`src/rtl/taxi_trip_if.sv`:
```
// Bus between the taxi trip sequencer and its environment: 1 Hz tick, buttons, trip outputs.
// The optional night input exists only when NIGHT_RATE_EN is defined.
interface taxi_trip_if #(
  parameter int DIST_W = 8,
  parameter int WAIT_W = 8,
  parameter int FARE_W = 16
) ();
  logic              tick_1hz;
  logic              btn_start;
  logic              btn_pause;
  logic              btn_stop;
`ifdef NIGHT_RATE_EN
  logic              night;
`endif
  logic [1:0]        state;
  logic [DIST_W-1:0] dist_km;
  logic [WAIT_W-1:0] wait_min;
  logic [FARE_W-1:0] fare;
  logic              trip_done;

  modport master (
    output tick_1hz, btn_start, btn_pause, btn_stop,
`ifdef NIGHT_RATE_EN
    output night,
`endif
    input  state, dist_km, wait_min, fare, trip_done
  );

  modport slave (
    input  tick_1hz, btn_start, btn_pause, btn_stop,
`ifdef NIGHT_RATE_EN
    input  night,
`endif
    output state, dist_km, wait_min, fare, trip_done
  );
endinterface

```
`src/rtl/taxi_trip_ctrl.sv`:
```
// Taxi trip sequencer: IDLE/MOVE/WAIT FSM, distance/wait accumulation and saturating fare.
// Optional feature macro: NIGHT_RATE_EN (adds the night input and 1.5x per-km rate).
module taxi_trip_ctrl #(
  parameter int SEC_PER_KM = 10,
  parameter int WAIT_UNIT  = 60,
  parameter int BASE_FARE  = 100,
  parameter int BASE_DIST  = 3,
  parameter int PER_KM     = 20,
  parameter int PER_WAIT   = 10,
  parameter int FARE_W     = 16,
  parameter int DIST_W     = 8,
  parameter int WAIT_W     = 8
) (
  input  logic        clk,
  input  logic        rst_n,
  taxi_trip_if.slave  bus
);

  localparam int SEC_W   = (SEC_PER_KM > 1) ? $clog2(SEC_PER_KM) : 1;
  localparam int WCNT_W  = (WAIT_UNIT > 1) ? $clog2(WAIT_UNIT) : 1;
  localparam int NIGHT_KM = PER_KM + PER_KM / 2;

  typedef enum logic [1:0] {
    IDLE = 2'b00,
    MOVE = 2'b01,
    WAIT = 2'b11
  } state_t;

  state_t              r_state;
  state_t              w_next_state;
  logic                w_start_trip;
  logic                w_stop_trip;
  logic [SEC_W-1:0]    r_sec_cnt;
  logic [WCNT_W-1:0]   r_wait_cnt;
  logic [DIST_W-1:0]   r_dist_km;
  logic [WAIT_W-1:0]   r_wait_min;
  logic [FARE_W-1:0]   r_fare;
  logic                r_stop_seen;
  logic                r_trip_done;

  logic                w_km_tick;
  logic                w_min_tick;
  logic                w_fare_add;
  logic [FARE_W-1:0]   w_fare_inc;
  logic [FARE_W-1:0]   w_km_rate;
  logic [FARE_W:0]     w_fare_sum;
  logic [FARE_W-1:0]   w_fare_next;

  // NOTE: every signal is given a default before the case so no path leaves it unassigned (no latch).
  always_comb begin
    w_next_state = r_state;
    w_start_trip = 1'b0;
    w_stop_trip  = 1'b0;
    case (r_state)
      IDLE: begin
        if (bus.btn_start) begin
          w_next_state = MOVE;
          w_start_trip = 1'b1;
        end
      end
      MOVE: begin
        if (bus.btn_stop) begin
          w_next_state = IDLE;
          w_stop_trip  = 1'b1;
        end else if (bus.btn_pause) begin
          w_next_state = WAIT;
        end
      end
      WAIT: begin
        if (bus.btn_stop) begin
          w_next_state = IDLE;
          w_stop_trip  = 1'b1;
        end else if (bus.btn_start) begin
          w_next_state = MOVE;
        end
      end
      default: w_next_state = IDLE;
    endcase
  end

  // Ticks are credited to the current state, so a tick on a transition edge belongs to the state being left.
  assign w_km_tick  = (r_state == MOVE) && bus.tick_1hz && (r_sec_cnt == SEC_W'(SEC_PER_KM - 1));
  assign w_min_tick = (r_state == WAIT) && bus.tick_1hz && (r_wait_cnt == WCNT_W'(WAIT_UNIT - 1));

`ifdef NIGHT_RATE_EN
  assign w_km_rate = bus.night ? FARE_W'(NIGHT_KM) : FARE_W'(PER_KM);
`else
  assign w_km_rate = FARE_W'(PER_KM);
`endif

  always_comb begin
    w_fare_add = 1'b0;
    w_fare_inc = '0;
    if (w_km_tick && !(&r_dist_km) && (int'(r_dist_km) >= BASE_DIST)) begin
      w_fare_add = 1'b1;
      w_fare_inc = w_km_rate;
    end else if (w_min_tick && !(&r_wait_min)) begin
      w_fare_add = 1'b1;
      w_fare_inc = FARE_W'(PER_WAIT);
    end
  end

  // One extra sum bit catches the carry so the fare clamps at all-ones instead of wrapping.
  assign w_fare_sum  = {1'b0, r_fare} + {1'b0, w_fare_inc};
  assign w_fare_next = w_fare_sum[FARE_W] ? '1 : w_fare_sum[FARE_W-1:0];

  // NOTE: sequential state uses non-blocking assignments so all registers update from pre-edge values.
  always_ff @(posedge clk or negedge rst_n) begin
    if (!rst_n) r_state <= IDLE;
    else        r_state <= w_next_state;
  end

  always_ff @(posedge clk or negedge rst_n) begin
    if (!rst_n) begin
      r_sec_cnt   <= '0;
      r_wait_cnt  <= '0;
      r_dist_km   <= '0;
      r_wait_min  <= '0;
      r_fare      <= '0;
      r_stop_seen <= 1'b0;
      r_trip_done <= 1'b0;
    end else begin
      r_stop_seen <= w_stop_trip;
      r_trip_done <= r_stop_seen;
      if (w_start_trip) begin
        r_sec_cnt  <= '0;
        r_wait_cnt <= '0;
        r_dist_km  <= '0;
        r_wait_min <= '0;
        r_fare     <= FARE_W'(BASE_FARE);
      end else begin
        if (r_state == MOVE && bus.tick_1hz) begin
          if (w_km_tick) begin
            r_sec_cnt <= '0;
            if (!(&r_dist_km)) r_dist_km <= r_dist_km + 1'b1;
          end else begin
            r_sec_cnt <= r_sec_cnt + 1'b1;
          end
        end
        if (r_state == WAIT && bus.tick_1hz) begin
          if (w_min_tick) begin
            r_wait_cnt <= '0;
            if (!(&r_wait_min)) r_wait_min <= r_wait_min + 1'b1;
          end else begin
            r_wait_cnt <= r_wait_cnt + 1'b1;
          end
        end
        if (w_fare_add) r_fare <= w_fare_next;
      end
    end
  end

  assign bus.state     = r_state;
  assign bus.dist_km   = r_dist_km;
  assign bus.wait_min  = r_wait_min;
  assign bus.fare      = r_fare;
  assign bus.trip_done = r_trip_done;

endmodule

```
`src/flat_wrapper.sv`:
```
// flat-port wrapper written by rule: the top's interface ports become plain ports
module taxi_trip_ctrl_flat 
#(
  parameter int SEC_PER_KM = 10,
  parameter int WAIT_UNIT  = 60,
  parameter int BASE_FARE  = 100,
  parameter int BASE_DIST  = 3,
  parameter int PER_KM     = 20,
  parameter int PER_WAIT   = 10,
  parameter int FARE_W     = 16,
  parameter int DIST_W     = 8,
  parameter int WAIT_W     = 8
)
  (clk, rst_n, bus_tick_1hz, bus_btn_start, bus_btn_pause, bus_btn_stop, bus_state, bus_dist_km, bus_wait_min, bus_fare, bus_trip_done);
  taxi_trip_if #(.DIST_W(DIST_W), .WAIT_W(WAIT_W), .FARE_W(FARE_W)) bus_i ();
  input  logic clk;
  input  logic rst_n;
  input wire logic [$bits(bus_i.tick_1hz)-1:0] bus_tick_1hz;
  input wire logic [$bits(bus_i.btn_start)-1:0] bus_btn_start;
  input wire logic [$bits(bus_i.btn_pause)-1:0] bus_btn_pause;
  input wire logic [$bits(bus_i.btn_stop)-1:0] bus_btn_stop;
  output wire logic [$bits(bus_i.state)-1:0] bus_state;
  output wire logic [$bits(bus_i.dist_km)-1:0] bus_dist_km;
  output wire logic [$bits(bus_i.wait_min)-1:0] bus_wait_min;
  output wire logic [$bits(bus_i.fare)-1:0] bus_fare;
  output wire logic [$bits(bus_i.trip_done)-1:0] bus_trip_done;
  assign bus_i.tick_1hz = bus_tick_1hz;
  assign bus_i.btn_start = bus_btn_start;
  assign bus_i.btn_pause = bus_btn_pause;
  assign bus_i.btn_stop = bus_btn_stop;
  assign bus_state = bus_i.state;
  assign bus_dist_km = bus_i.dist_km;
  assign bus_wait_min = bus_i.wait_min;
  assign bus_fare = bus_i.fare;
  assign bus_trip_done = bus_i.trip_done;
  taxi_trip_ctrl #(.SEC_PER_KM(SEC_PER_KM), .WAIT_UNIT(WAIT_UNIT), .BASE_FARE(BASE_FARE), .BASE_DIST(BASE_DIST), .PER_KM(PER_KM), .PER_WAIT(PER_WAIT), .FARE_W(FARE_W), .DIST_W(DIST_W), .WAIT_W(WAIT_W)) u_core (.clk(clk), .rst_n(rst_n), .bus(bus_i));
endmodule
```
`config.mk`:
```
export PLATFORM = sky130hd
export DESIGN_NAME = taxi_trip_ctrl_flat
export DESIGN_NICKNAME = d
export VERILOG_FILES = /design/src/rtl/taxi_trip_if.sv /design/src/rtl/taxi_trip_ctrl.sv /design/src/flat_wrapper.sv
export SDC_FILE = /design/constraint.sdc
export NUM_CORES = 1
export LEC_CHECK = 0
export CAP_MARGIN = 10
export CORE_ASPECT_RATIO = 0.5
export CORE_MARGIN = 2
export CORE_UTILIZATION = 54
export DETAILED_ROUTE_END_ITERATION = 8
export PLACE_DENSITY = 0.78
export SETUP_SLACK_MARGIN = 0.02
export SLEW_MARGIN = 20
export SYNTH_ARGS = -nofsm -noshare
export SYNTH_HDL_FRONTEND = slang
export SYNTH_SLANG_ARGS = --single-unit
export TNS_END_PERCENT = 100
```
`constraint.sdc`:
```
create_clock -name clk -period 3.7 [get_ports clk]
set_input_delay 0.74 -clock clk [delete_from_list [all_inputs] [get_ports clk]]
set_output_delay 0.74 -clock clk [all_outputs]
set_load 0.01 [all_outputs]
```
==> metrics.md, run 1 <==
| Metric | Value |
|---|---|
| Minimum clock period | 3.44 ns |
| Yosys Warn Count | 0 |
| Final hold vios | 0 |
| DRT Pass-1 Iters | 4 |
| Max stage delay cell, worst path | clkdlybuf4s50_1 |
| Final Hold Slack | 0.357 ns |
| Worst setup SP type | input port |
| Global route overflow | 0 |
| Clock transition at path regs | 0.09 ns |
| Root buf cell | clkbuf_8 |
| Hold crit path type | register to register |
| ANT cells | 0 |
| Largest net degree at the start of global routing | 47 |
| Post-CTS setup buffers | 0 |
| First-pass GRT wire length | 10700 um |
| Max Clk Rate | 291 MHz |
| Family with the most delay on the worst path | compound AO/OA/AOI/OAI gates |
| Max cap viols | 0 |
| Count of final setup violators | 0 |
| Max-slew violations | 0 |
| Routed vias | 2479 |
| Worst rel slew slack | 0.573 |
| Met1 wire length | 3150 um |
| Worst Setup End Kind | register |
| PortBufs | 40 |
| CP arrival | 3.58 ns |
| Met2 WL | 2930 um |
| DIE AREA | 5600 sq um |
| Layout Nets | 355 |
| I/O Pins | 41 |
| Post-Syn Nets | 305 |
| Synth Register Bits | 46 |
| Synth Instances | 291 |
| Tot GR Track Use | 0.242 |
| Ys flop type | dfrtp_1 |
| Sequential fraction of the synthesis area | 0.428 |
| Max layer used | met4 |
| Die outline height | 53.9 um |
| Clock skew | 0.00538 ns |
| Peak supply drop | 0.212 mV |
| Crit path buf inv count | 1 |
| Syn Area/Cell | 9.25 sq um |
| Pwr Total | 0.959 mW |
| Fill count | 390 |
| Drt drc | 0 |
| CORE AREA | 4860 sq um |
| WL met3 | 407 um |
| Post-synth EDFFs | 0 |
| Layout cells sized above 1 | 0.102 |
| Gpl congestion | 0.933 |
| Rows | 18 |
| Antenna viol nets, final | 0 |
| Initial antenna violation count | 0 |
| Cts hold-fix bufs | 0 |
| Post-Route WL | 6490 um |
| Num CTS Buffers | 5 |
| Ys async rst share | 1.00 |
| P per Cell Area | 288 nW/um^2 |
| Layout area overhead | 23.7% |
| Required time worst endpoint | 3.85 ns |
| CTS H-tree depth | 2 |
| Status | finished clean |
| Width of the die | 104 um |
| Initial Utilization | 0.553 |
| CP cell instances | clkdlybuf4s50_1 -> nand3b_1 -> or3_4 -> nor3_1 -> ha_1 -> a211o_1 -> a21oi_1 -> nor3_2 -> a2111oi_0 -> o21ai_0 |
| CTS tree | built |
| Max stage delay on crit path | 0.49 ns |
| Mapped cell area | 2690 sq um |
| Slew @ Worst Pin | 0.635 ns |
| Clock Sinks | 46 |
| DR vias/cell | 6.02 |
| Detail Placement HPWL | 4700 um |
| Crit Path Max Fanout | 6 |
| Pleak | 1.38 nW |
| Period utilization | 0.929 |
| DRT iter0 DRCs | 122 |
| DR WL/cell | 15.8 um |
| Clock Latency Late Sink | 0.30 ns |
| Vias in the first global route | 2281 |
| Critical path class | input port to register |
| Distinct cell type count after synthesis | 54 |
| Clock buffer depth | 2 |
## cell usage in the layout (no fill, tap or decap), types with 3 or more instances in the layout
cell type         n
mux2i_1           4
buf_4            14
clkbuf_8          6
o21ai_0          13
nor2_1           31
inv_1             9
nand2_1          28
a211oi_1          7
or3_1             6
xnor2_1          10
and2_1            5
clkdlybuf4s50_1  39
a21oi_1          14
nor4_1            7
and3_1            8
nand4_1           9
ha_1              7
nor3_1           10
a311oi_1          4
a31oi_1           6
dfrtp_1          46
a22oi_1           3
nand3_1          11
xor2_1            5
## path summary, 6_finish.rpt
kind | endpoint | start | slack [ns] | cells after the start
setup / recovery | u_core.bus.fare[5] | bus_tick_1hz | 0.26 | 10
hold / removal | u_core.bus.trip_done | u_core.r_stop_seen | 0.36 | 0
setup reg to reg | u_core.bus.fare[5] | u_core.bus.dist_km[0] | 0.56 | 10
hold reg to reg | u_core.bus.trip_done | u_core.r_stop_seen | 0.36 | 0
max in group asynchronous | u_core.bus.dist_km[3] | rst_n | 2.87 | 1
min in group asynchronous | u_core.bus.trip_done | rst_n | 0.43 | 1
## area by class of cell
class	count	area, sq um	area share
timing repair buffer	53	495	0.149
clock inverter	2	12.5	0.00376
inverter	9	33.8	0.0101
tap	70	87.6	0.0263
clock buffer	6	82.6	0.0248
multi-input combinational	226	1470	0.441
sequential	46	1150	0.346
## power breakdown
| group | switching, mW | leakage [nW] | internal [mW] |
|---|---|---|---|
| Sequential | 0.0219 | 0.621 | 0.519 |
| Combinational | 0.0568 | 0.712 | 0.0371 |
| Clock | 0.174 | 0.0472 | 0.150 |
| Total | 0.253 | 1.38 | 0.706 |
## state kept, by name (all words and copies together), names as in the netlist
signal	count
u_core.bus.dist_km	8
u_core.bus.fare	16
u_core.r_wait_cnt	6
u_core.bus.wait_min	8
u_core.r_sec_cnt	4
u_core.bus.trip_done	1
u_core.bus.state	2
u_core.r_stop_seen	1
## logic make-up after synthesis
family	count (synthesis)	synth area share
and+or+nand+nor	132	0.255
buffers and inverters	19	0.0311
adders and majority gates	8	0.0400
DFF	46	0.428
xor gates and xnor gates	15	0.0488
AOI/OAI and AO/OA	67	0.183
muxes	4	0.0149
## cells in the mapped netlist, types with 2 or more instances
master | number | area share
a211oi_1 | 7 | 0.020
a21oi_1 | 14 | 0.026
a22oi_1 | 3 | 0.0084
a311oi_1 | 4 | 0.013
a31oi_1 | 6 | 0.014
a32oi_1 | 2 | 0.0065
a41oi_1 | 2 | 0.0065
and2_1 | 5 | 0.012
and3_1 | 8 | 0.019
and4_1 | 2 | 0.0065
clkbuf_1 | 7 | 0.0098
dfrtp_1 | 46 | 0.43
ha_1 | 7 | 0.033
inv_1 | 9 | 0.013
mux2i_1 | 4 | 0.015
nand2_1 | 28 | 0.039
nand3_1 | 11 | 0.020
nand4_1 | 9 | 0.021
nor2_1 | 31 | 0.043
nor2_2 | 2 | 0.0046
nor3_1 | 12 | 0.022
nor4_1 | 7 | 0.016
o2111ai_1 | 2 | 0.0065
o21ai_0 | 13 | 0.024
o311a_1 | 2 | 0.0074
or2_2 | 2 | 0.0046
or3_1 | 6 | 0.014
xnor2_1 | 10 | 0.033
xor2_1 | 5 | 0.016
## metrics by stage
step                 util  TNS [ns]  instances  instance area (sq um)  setup slack [ns]
CTS                 0.683         0        412                   3320             0.260
global placement    0.664         0        404                   3230             0.153
detailed placement  0.664    -0.103        404                   3230           -0.0765
global route        0.685  -0.00125        412                   3330          -0.00125
floorplan               -         0        291                   2690             0.153
finish              0.685         0        412                   3330             0.264
## worst reg2reg max path, stage by stage, from the launching register on
cell and delay, ns:
dfrtp_1 0.43, ha_1 0.26, nor4_1 0.27, and2_1 0.35, nor3_1 0.11, ha_1 0.30
a211o_1 0.32, a21oi_1 0.28, nor3_2 0.14, a2111oi_0 0.40, o21ai_0 0.13
## what timing repair did
action                                  4_1_cts  5_1_grt
resized for setup                             0        1
endpoints found under the setup margin        0        4
endpoints found under the hold margin         0        0
## layer usage
| metal | up-vias | global-route usage |
|---|---|---|
| met5 | - | 0 |
| met4 | 0 | 0.0405 |
| met3 | 3 | 0.0545 |
| met2 | 83 | 0.411 |
| met1 | 1205 | 0.330 |
| li1 | 1188 | - |
No activity file was read; power rests on OpenSTA's default activity.
==> run 2, diff against run 1 <==
ABC_AREA = 1   (was unset)
==> run 2 against run 1 <==
  * Fmax grew 9.1%
  * Final cell count up 12%
  * Setup slack gained 0.29 ns
  * Routed wire length fell by 12%
  * Die area decreased by 1.7%
  * Critical path depth grew 6
  * Clock skew decreased by 0.00073 ns
  * Synthesized cell count increased by 19%
  * Total power is 3.2% higher
  * Critical endpoint is now u_core.bus.fare[6]
  * Highest routed layer unchanged
==> metrics.md, run 2 <==
| Metric | Value |
|---|---|
| CP arrival | 3.37 ns (-0.21 ns) |
| Yosys Warn Count | 0 (unchanged) |
| Family with the most delay on the worst path | simple AND/OR/NAND/NOR gates |
| Final instance area | 3200 sq um (-3.8%) |
| HP Start | u_core.r_stop_seen |
| DRT iter0 DRCs | 106 (-13%) |
| Slew @ Worst Pin | 0.595 ns (-0.0405 ns) |
| DR WL/cell | 12.5 um (-21%) |
| Fill count | 385 (-1.3%) |
| Mapped cell area | 2640 sq um (-1.9%) |
| FF-to-FF End | u_core.bus.fare[6] |
| Max-slew violations | 0 (unchanged) |
| Peak supply drop | 0.220 mV (+3.9%) |
| Layout cells sized above 1 | 0.0838 (-0.0186) |
| Width of the die | 103 um (-0.90%) |
| Routed vias | 2451 (-1.1%) |
| Most common cell after layout, fill and taps aside | nand2_1 |
| Max Clk Rate | 318 MHz (+9.1%) |
| CORE AREA | 4550 sq um (-6.4%) |
| Ys flop type | dfrtp_1 |
| Top cells by count, synth | 95 x nand2_1, 46 x dfrtp_1, 41 x inv_1, 34 x nand3_1, 30 x nor2_1 |
| R2R cell count | 17 (+7) |
| Clock transition at path regs | 0.08 ns (about the same) |
| Most common cell in the netlist | nand2_1 |
| CP cell instances | clkdlybuf4s50_1 -> nand3_1 -> nor4_2 -> nand2_1 -> inv_2 -> nand2_1 -> inv_2 -> ha_1 -> inv_1 -> nor3_1 -> nand2_1 -> o21ai_4 -> nand2_4 -> nand2_2 -> nor2_1 -> nor2_1 |
| Post-Syn Nets | 361 (+18%) |
| Cts hold-fix bufs | 0 (unchanged) |
| DIE AREA | 5500 sq um (-1.7%) |
| Initial Utilization | 0.581 (+0.0270) |
| Crit path buf inv count | 4 (+3) |
| Vias in the first global route | 2286 (+0.22%) |
| Area contributors post-synth | dfrtp_1 44%, nand2_1 13%, nand3_1 6.4% |
| Sequential fraction of the synthesis area | 0.436 (+0.00810) |
| Detail Placement HPWL | 4230 um (-10%) |
| Hold depth | 0 (unchanged) |
| P per Cell Area | 309 nW/um^2 (+7.2%) |
| R2R setup slack | 0.96 ns (+0.40 ns) |
| Post-CTS setup buffers | 0 (unchanged) |
| Clock Latency Late Sink | 0.29 ns (about the same) |
| Total number of cells along the worst setup path | 16 (+6) |
| Rows | 17 (-1) |
| Syn Area/Cell | 7.62 sq um (-18%) |
| Pwr Total | 0.990 mW (+3.2%) |
| Antenna viol nets, final | 0 (unchanged) |
| Tot GR Track Use | 0.231 (-0.0106) |
| Max stage delay on crit path | 0.48 ns (about the same) |
| Clock buffer depth | 2 (unchanged) |
| CTS H-tree depth | 2 (unchanged) |
| Resize count post-CTS | 0 (unchanged) |
| Gpl congestion | 0.949 (+1.7%) |
| Required time worst endpoint | 3.92 ns (+0.07 ns) |
| Core Util, Final | 0.704 (+0.0193) |
| Post-Route WL | 5730 um (-12%) |
| Setup TNS | 0 ns (unchanged) |
| Cell repeated most along the worst path | nand2_1 |
| Final hold vios | 0 (unchanged) |
| Synth Instances | 347 (+19%) |
| PortBufs | 40 (unchanged) |
| RSZ-0062 raised after global routing | false |
| Synth Register Bits | 46 (unchanged) |
| Post-synth EDFFs | 0 (unchanged) |
| Count of final setup violators | 0 (unchanged) |
| Clock skew | 0.00465 ns (-0.000732 ns) |
| Worst setup SP type | input port |
| Max stage delay cell, worst path | clkdlybuf4s50_1 |
| Worst Setup End Kind | register |
| Distinct cell type count after synthesis | 38 (-30%) |
| Largest area contributor in the netlist | dfrtp_1 |
| Die outline height | 53.5 um (-0.86%) |
| CTS tree | built |
| Worst rel slew slack | 0.604 (+0.0303) |
| DRT Pass-1 Iters | 4 (unchanged) |
| Num CTS Buffers | 5 (unchanged) |
| DR vias/cell | 5.33 (-11%) |
| Pleak | 1.50 nW (+8.6%) |
| Max reg flops | 16 (unchanged) |
| Minimum clock period | 3.15 ns (-0.287 ns) |
| Drt drc | 0 (unchanged) |
| Period utilization | 0.851 (-0.0775) |
| First-pass GRT wire length | 9850 um (-7.6%) |
| Ys async rst share | 1.00 (unchanged) |
| Global route overflow | 0 (unchanged) |
| ANT cells | 0 (unchanged) |
| Root buf cell | clkbuf_8 |
| Hold EP | u_core.bus.trip_done |
| Clock Sinks | 46 (unchanged) |
| Crit Path Max Fanout | 9 (+3) |
| Layout area overhead | 21.3% |
| Hold crit path type | register to register |
| Status | finished clean |
| Synth top area share | 0.436 (+0.00810) |
| Layout Nets | 407 (+15%) |
| Placed Area | 3120 sq um (-3.5%) |
| Max cap viols | 0 (unchanged) |
| Largest net degree at the start of global routing | 47 (unchanged) |
| Most frequent cells in the layout | 95 x nand2_1, 46 x dfrtp_1, 41 x inv_1 |
| Initial antenna violation count | 0 (unchanged) |
| Worst r2r src | u_core.r_sec_cnt[1] |
| Critical path class | input port to register |
| I/O Pins | 41 (unchanged) |
## run 2: changes by cell type in the layout (fill, tap and decap cells not counted), sizes merged, moves of 7 or more
| cell | before | now |
|---|---|---|
| or3 | 7 | 0 |
| nand3 | 12 | 36 |
| buf | 14 | 3 |
| xnor2 | 10 | 0 |
| a211oi | 7 | 0 |
| nand2 | 28 | 103 |
| inv | 9 | 46 |
| and3 | 9 | 0 |
## run 2: layer usage
metal  global-route usage  wire [um]  vias up
li1                     -          -     1226
met1                0.303       2690     1160
met2                0.406       2760       63
met3               0.0502        280        2
met4               0.0329         10        0
met5                    0          0        -
## run 2: metrics by stage
stage | setup WS (ns) | std cells | hold slack (ns)
after floorplan | 1.09 | 347 | 0.331
after global placement | 0.361 | 452 | 0.334
after detailed placement | 0.257 | 452 | 0.350
after CTS | 0.562 | 460 | 0.371
after global routing | 0.295 | 460 | 0.388
final | 0.550 | 460 | 0.366
## run 2: kinds of logic after synthesis
family,share of synthesized area
buf+inv,0.0743
flops,0.436
simple gates,0.334
compound gates,0.106
fa+ha+maj,0.0407
xor+xnor,0.00994
## run 2: how the worst max path moves through the flow
stage / start / to / slack, ns
after global placement: bus_tick_1hz / u_core.bus.fare[13] / 0.36
final: bus_tick_1hz / u_core.bus.fare[6] / 0.55
after CTS: bus_tick_1hz / u_core.bus.fare[6] / 0.56
after global routing: bus_tick_1hz / u_core.bus.fare[13] / 0.30
after detailed placement: bus_tick_1hz / u_core.bus.fare[6] / 0.26
after floorplan: bus_tick_1hz / u_core.bus.fare[13] / 1.09
## run 2: layout make-up
type / count / area (sq um) / area share
clock buffers: 6 / 72.6 / 0.0226
multi-input cells: 251 / 1290 / 0.404
flip-flops and latches: 46 / 1150 / 0.359
inverters: 47 / 176 / 0.0551
repair buffers: 42 / 413 / 0.129
clock inverters: 2 / 13.8 / 0.00430
well taps: 66 / 82.6 / 0.0258
## run 2: report_power, final
group	internal [mW]	switching [mW]
Sequential	0.527	0.0266
Clock	0.134	0.171
Combinational	0.0511	0.0803
Total	0.712	0.278
